`config.mk`:
```
export PLATFORM = sky130hd
export DESIGN_NAME = period_meter
export DESIGN_NICKNAME = d
export VERILOG_FILES = /design/src/rtl/period_meter.sv
export SDC_FILE = /design/constraint.sdc
export NUM_CORES = 1
export LEC_CHECK = 0
export CAP_MARGIN = 20
export CORE_MARGIN = 2
export CORE_UTILIZATION = 52
export CTS_CLUSTER_SIZE = 24
export DETAILED_ROUTE_END_ITERATION = 7
export GPL_TIMING_DRIVEN = 0
export PLACE_DENSITY = 0.76
export SLEW_MARGIN = 20
export SYNTH_ARGS = -nofsm -noshare
export SYNTH_HDL_FRONTEND = slang
export SYNTH_SLANG_ARGS = --single-unit
```
`constraint.sdc`:
```
create_clock -name clk -period 2.1 [get_ports clk]
set_input_delay 0.42 -clock clk [delete_from_list [all_inputs] [get_ports clk]]
set_output_delay 0.42 -clock clk [all_outputs]
set_load 0.01 [all_outputs]
```
`src/rtl/period_meter.sv`:
```
// period_meter: measures period and high time of an asynchronous square wave in clk cycles,
// single-shot or continuous, with a per-measurement watchdog.
module period_meter #(
  parameter int CNT_W   = 32,
  parameter int TIMEOUT = 50000000
) (
  input  logic             clk,
  input  logic             rst,
  input  logic             sig_in,
  input  logic             mode,
  input  logic             meas_en,
  output logic [CNT_W-1:0] period_out,
  output logic [CNT_W-1:0] high_out,
  output logic             meas_valid,
  output logic             busy,
  output logic             timeout_flag
);
  typedef enum logic [1:0] {IDLE, ARM, MEAS} state_t;
  localparam logic [CNT_W-1:0] WD_LAST = CNT_W'(TIMEOUT - 1);
  localparam logic [CNT_W-1:0] ONE     = CNT_W'(1);
  state_t           state_q, state_d;
  logic             s1_q, s2_q, s3_q, en_q;
  logic             mode_q, mode_d, fseen_q, fseen_d;
  logic [CNT_W-1:0] pcnt_q, pcnt_d, hcnt_q, hcnt_d, wd_q, wd_d;
  logic [CNT_W-1:0] period_q, period_d, high_q, high_d;
  logic             valid_q, valid_d, tout_q, tout_d, busy_q;
  logic             rise, fall, en_rise, cont, abort, wd_exp;
  assign rise    = s2_q & ~s3_q;
  assign fall    = ~s2_q & s3_q;
  assign en_rise = meas_en & ~en_q;
  assign cont    = mode_q & meas_en;
  assign abort   = mode_q & ~meas_en;
  assign wd_exp  = wd_q == WD_LAST;
  always_comb begin
    state_d  = state_q;
    mode_d   = mode_q;
    fseen_d  = fseen_q;
    pcnt_d   = pcnt_q;
    hcnt_d   = hcnt_q;
    wd_d     = wd_q;
    period_d = period_q;
    high_d   = high_q;
    valid_d  = 1'b0;
    tout_d   = 1'b0;
    case (state_q)
      IDLE: begin
        if (en_rise || (meas_en && mode)) begin
          state_d = ARM;
          mode_d  = mode;
          wd_d    = '0;
        end
      end
      ARM: begin
        wd_d = wd_q + ONE;
        if (abort) begin
          state_d = IDLE;
        end else if (rise) begin
          state_d = MEAS;
          pcnt_d  = ONE;
          hcnt_d  = ONE;
          fseen_d = 1'b0;
          wd_d    = '0;
        end else if (wd_exp) begin
          state_d  = mode_q ? ARM : IDLE;
          tout_d   = 1'b1;
          period_d = '0;
          high_d   = '0;
          wd_d     = '0;
        end
      end
      MEAS: begin
        wd_d    = wd_q + ONE;
        pcnt_d  = &pcnt_q ? pcnt_q : pcnt_q + ONE;
        hcnt_d  = (s2_q && !fseen_q && !(&hcnt_q)) ? hcnt_q + ONE : hcnt_q;
        fseen_d = fseen_q | fall;
        // the completing rise wins over both abort and watchdog expiry
        if (rise) begin
          period_d = pcnt_q;
          high_d   = hcnt_q;
          valid_d  = 1'b1;
          state_d  = cont ? MEAS : IDLE;
          pcnt_d   = ONE;
          hcnt_d   = ONE;
          fseen_d  = 1'b0;
          wd_d     = '0;
        end else if (abort) begin
          state_d = IDLE;
        end else if (wd_exp) begin
          state_d  = mode_q ? ARM : IDLE;
          tout_d   = 1'b1;
          period_d = '0;
          high_d   = '0;
          wd_d     = '0;
        end
      end
      default: state_d = IDLE;
    endcase
  end
  always_ff @(posedge clk or negedge rst) begin
    if (!rst) begin
      state_q  <= IDLE;
      s1_q     <= 1'b0;
      s2_q     <= 1'b0;
      s3_q     <= 1'b0;
      en_q     <= 1'b0;
      mode_q   <= 1'b0;
      fseen_q  <= 1'b0;
      pcnt_q   <= '0;
      hcnt_q   <= '0;
      wd_q     <= '0;
      period_q <= '0;
      high_q   <= '0;
      valid_q  <= 1'b0;
      tout_q   <= 1'b0;
      busy_q   <= 1'b0;
    end else begin
      state_q  <= state_d;
      s1_q     <= sig_in;
      s2_q     <= s1_q;
      s3_q     <= s2_q;
      en_q     <= meas_en;
      mode_q   <= mode_d;
      fseen_q  <= fseen_d;
      pcnt_q   <= pcnt_d;
      hcnt_q   <= hcnt_d;
      wd_q     <= wd_d;
      period_q <= period_d;
      high_q   <= high_d;
      valid_q  <= valid_d;
      tout_q   <= tout_d;
      busy_q   <= state_d != IDLE;
    end
  end
  assign period_out   = period_q;
  assign high_out     = high_q;
  assign meas_valid   = valid_q;
  assign timeout_flag = tout_q;
  assign busy         = busy_q;
endmodule
```
==> load_flow_metrics.sql <==
INSERT INTO impl_metrics (metric_group, metric, value, unit) VALUES
('status', 'run_status', 'finished with violations', ''),
('status', 'failed_checks', 'negative hold slack, negative setup slack', ''),
('route', 'antenna_left', '0', ''),
('yosys', 'async_flop_share', '100', '%'),
('grt', 'grt_pass1_wl', '33300', 'um'),
('clock_tree', 'clock_sinks', '171', ''),
('clock_tree', 'clock_edge_transition_at_the_registers_on_the_reported_setup_and_hold_paths', '0.07', 'ns'),
('timing', 'finalHoldWorstSlack', '-0.0162', 'ns'),
('setup_path', 'arrival_time_at_the_worst_endpoint', '2.53', 'ns'),
('cells_and_area', 'cell_area_after_layout', '11100', 'um^2'),
('place', 'worst_case_setup_slack_after_placement', '-0.822', 'ns'),
('route', 'detail_route.iter0.violations', '551', ''),
('place', 'placed_cells', '1094', ''),
('timing', 'transition_time_of_the_tightest_slew_check_pin', '0.686', 'ns'),
('yosys', 'synth_cells', '806', ''),
('cells_and_area', 'multiInputGateArea', '4340', 'um^2'),
('pwr', 'power.share.sequential', '40.9', '%'),
('setup_path', 'critPathCaptureType', 'flop', ''),
('cells_and_area', 'fillerInstances', '1082', ''),
('clock_tree', 'number_of_hold_buffers_added_after_cts', '0', ''),
('clock_tree', 'maximum_root_to_sink_buffer_count', '2', ''),
('timing', 'clock_skew', '0.00817', 'ns'),
('place', 'gp_congestion', '0.886', ''),
('die', 'die_height', '130', 'um'),
('pwr', 'power.switching', '0.00280', 'W'),
('cells_and_area', 'layout.nets', '960', ''),
('yosys', 'top_reg_cell_synth', 'dfrtp_1', ''),
('yosys', 'synth.avg_cell_area', '10.2', 'um^2'),
('cells_and_area', 'final_cells', '1175', ''),
('yosys', 'synth_fp_nets', '819', ''),
('timing', 'final_number_of_max_transition_violations', '0', ''),
('pwr', 'p_clk_share', '35.0', '%'),
('worst_hold_path', 'classification_of_the_worst_slack_hold_path', 'input port to async pin', ''),
('place', 'io_buffer_count', '71', ''),
('clock_tree', 'cts_made_buffers', '17', ''),
('timing', 'final_worst_path_setup_slack', '-0.109', 'ns'),
('clock_tree', 'clock_tree.htree_level_count', '4', ''),
('setup_path', 'worst_setup_path_start_kind', 'flop', ''),
('pwr', 'leakage', '4.78', 'nW'),
('pwr', 'irDropWorstVdd', '0.657', 'mV'),
('grt', 'maximum_number_of_pins_on_one_net_before_global_route_repair', '92', ''),
('yosys', 'synth_common_cells', '171 x dfrtp_1, 86 x nor2_1, 66 x a22o_1', ''),
('yosys', 'synth_edf_count', '0', ''),
('yosys', 'synth_top_cell_area_share', '51.8', '%'),
('timing', 'rsz_0062_raised_after_global_routing', 'true', ''),
('setup_path', 'cell_chain_critical_path', 'inv_2 -> ha_4 -> nor2b_4 -> a31oi_4 -> or3_4 -> nor3_4 -> a31oi_1 -> a41o_1', ''),
('timing', 'final.min_clock_period', '2.21', 'ns'),
('route', 'drc', '0', ''),
('grt', 'initial_antenna_violation_count', '0', ''),
('yosys', 'postSynthRegisterBits', '171', ''),
('pwr', 'switching_share', '31.0', '%'),
('grt', 'globalRouteOverflowTotal', '0', ''),
('clock_tree', 'tritoncts', 'built', ''),
('timing', 'report.final.hold_viol_count', '12', ''),
('die', 'initial_core_util', '52.6', '%'),
('pwr', 'total_power', '0.00903', 'W'),
('cells_and_area', 'drive_gt1_share', '24.8', '%'),
('yosys', 'area_leader_netlist', 'dfrtp_1', ''),
('setup_path', 'critPathMaxStageDelay', '0.45', 'ns'),
('yosys', 'yosysMostFrequentCell', 'dfrtp_1', ''),
('timing', 'timing.fmax', '0.453', 'GHz'),
('yosys', 'synth.top_cells.by_area', 'dfrtp_1 52%, a22o_1 7.0%, nor2_1 3.9%', ''),
('pwr', 'p_comb_share', '24.2', '%'),
('clock_tree', 'cts-root-buf', 'clkbuf_16', ''),
('timing', 'setup_viol_count_final', '22', ''),
('setup_path', 'worstSetupPathType', 'flop to flop', ''),
('route', 'wirelength', '21900', 'um'),
('cells_and_area', 'finish.utilization', '70.5', '%'),
('cells_and_area', 'synthToLayoutAreaGrowth', '34.1', '%'),
('yosys', 'syn_area', '8260', 'um^2'),
('timing', 'timing.slew.headroom', '54.2', '%');
[worst max-delay path, delay by kind of cell, from the launching register on]
family                     cells  cell delay (ns)
AOI/OAI and AO/OA              3             0.44
adders and majority gates      1             0.18
buffers and inverters          1             0.10
DFF                            1             0.45
and+or+nand+nor                3             0.93
[cells in the final DEF, fill, tap and decap left out, types with 5 or more instances in the layout]
master / instances
dfrtp_1: 159
nor2_1: 85
clkdlybuf4s50_1: 69
a22o_1: 66
nand2_1: 60
buf_4: 44
nand3_1: 42
xnor2_1: 34
xor2_1: 21
o21ai_0: 20
clkbuf_16: 20
nand4_1: 15
a21oi_1: 15
nor3_2: 15
and3_1: 14
buf_6: 12
and2_1: 12
dfrtp_2: 12
o31ai_1: 11
nor3_4: 10
inv_1: 10
a21oi_2: 10
and4_1: 9
or4_1: 9
o211ai_1: 9
clkbuf_2: 8
buf_2: 7
buf_8: 7
o21ai_1: 7
or3_1: 7
nand2b_1: 5
clkbuf_4: 5
or4_4: 5
ha_1: 5
[what timing repair did]
item / in CTS / in global routing
gates resized for setup: 91 / 111
pin swaps: 21 / 37
endpoints found under the setup margin: 160 / 159
setup buffers: 23 / 26
cloned: 1 / 4
[path summary, 6_finish.rpt]
| path | start | to | slack (ns) | cells past startpoint |
|---|---|---|---|---|
| max | state_q[0] | pcnt_q[26] | -0.11 | 8 |
| min | rst | high_out[20] | -0.02 | 1 |
| max reg2reg | state_q[0] | pcnt_q[26] | -0.11 | 8 |
| min reg2reg | s1_q | s2_q | 0.37 | 0 |
| max in group asynchronous | rst | pcnt_q[8] | 1.24 | 2 |
| min in group clk | meas_en | en_q | 0.31 | 1 |
[metal layers]
layer,GRT usage (%),vias to the layer above,share of wire (%)
li1,-,3241,-
met2,39.6,280,49
met5,0,-,0
met4,8.67,0,1.9
met1,34.8,3485,43
met3,4.72,45,6.1
[flip-flops by register name, summed over array words and instances (netlist names), 2 cells and up]
name        cells
hcnt_q         32
high_out       32
pcnt_q         32
period_out     32
state_q         2
wd_q           32
[per-stage QoR]
step	TNS, ns	hold WS (ns)
5_1_grt	-7.05	0.0461
2_1_floorplan	-0.0106	0.124
3_5_place_dp	-106.80	0.356
4_1_cts	-0.206	0.0167
3_3_place_gp	-1169.64	0.335
6_report	-1.01	-0.0162
[cell families after synthesis]
kind of cell / Yosys count / synth area share (%)
xor+xnor: 55 / 5.83
mux: 2 / 0.258
flops: 171 / 51.8
fa+ha+maj: 8 / 1.21
buf+inv: 50 / 2.58
simple gates: 340 / 22.1
compound gates: 180 / 16.2
[area by class of cell]
cell class                 count  area share [%]
buffer                        34            2.53
clock buffer                  21            4.34
clock inverter                10            1.05
inverter                      12           0.407
multi-input combinational    585            39.2
sequential                   171            38.8
tap                          216            2.44
timing repair buffer         126            11.3
[power by group through the flow]
stage | registers [W] | logic [W] | clock network (W)
finish | 0.00369 | 0.00218 | 0.00316
global route | 0.00371 | 0.00236 | 0.00334
CTS | 0.00367 | 0.00188 | 0.00318
detailed placement | 0.00374 | 0.00158 | 0
global placement | 0.00374 | 0.00155 | 0
floorplan | 0.00371 | 0.000981 | 0
No activity file was read; power rests on OpenSTA's default activity.
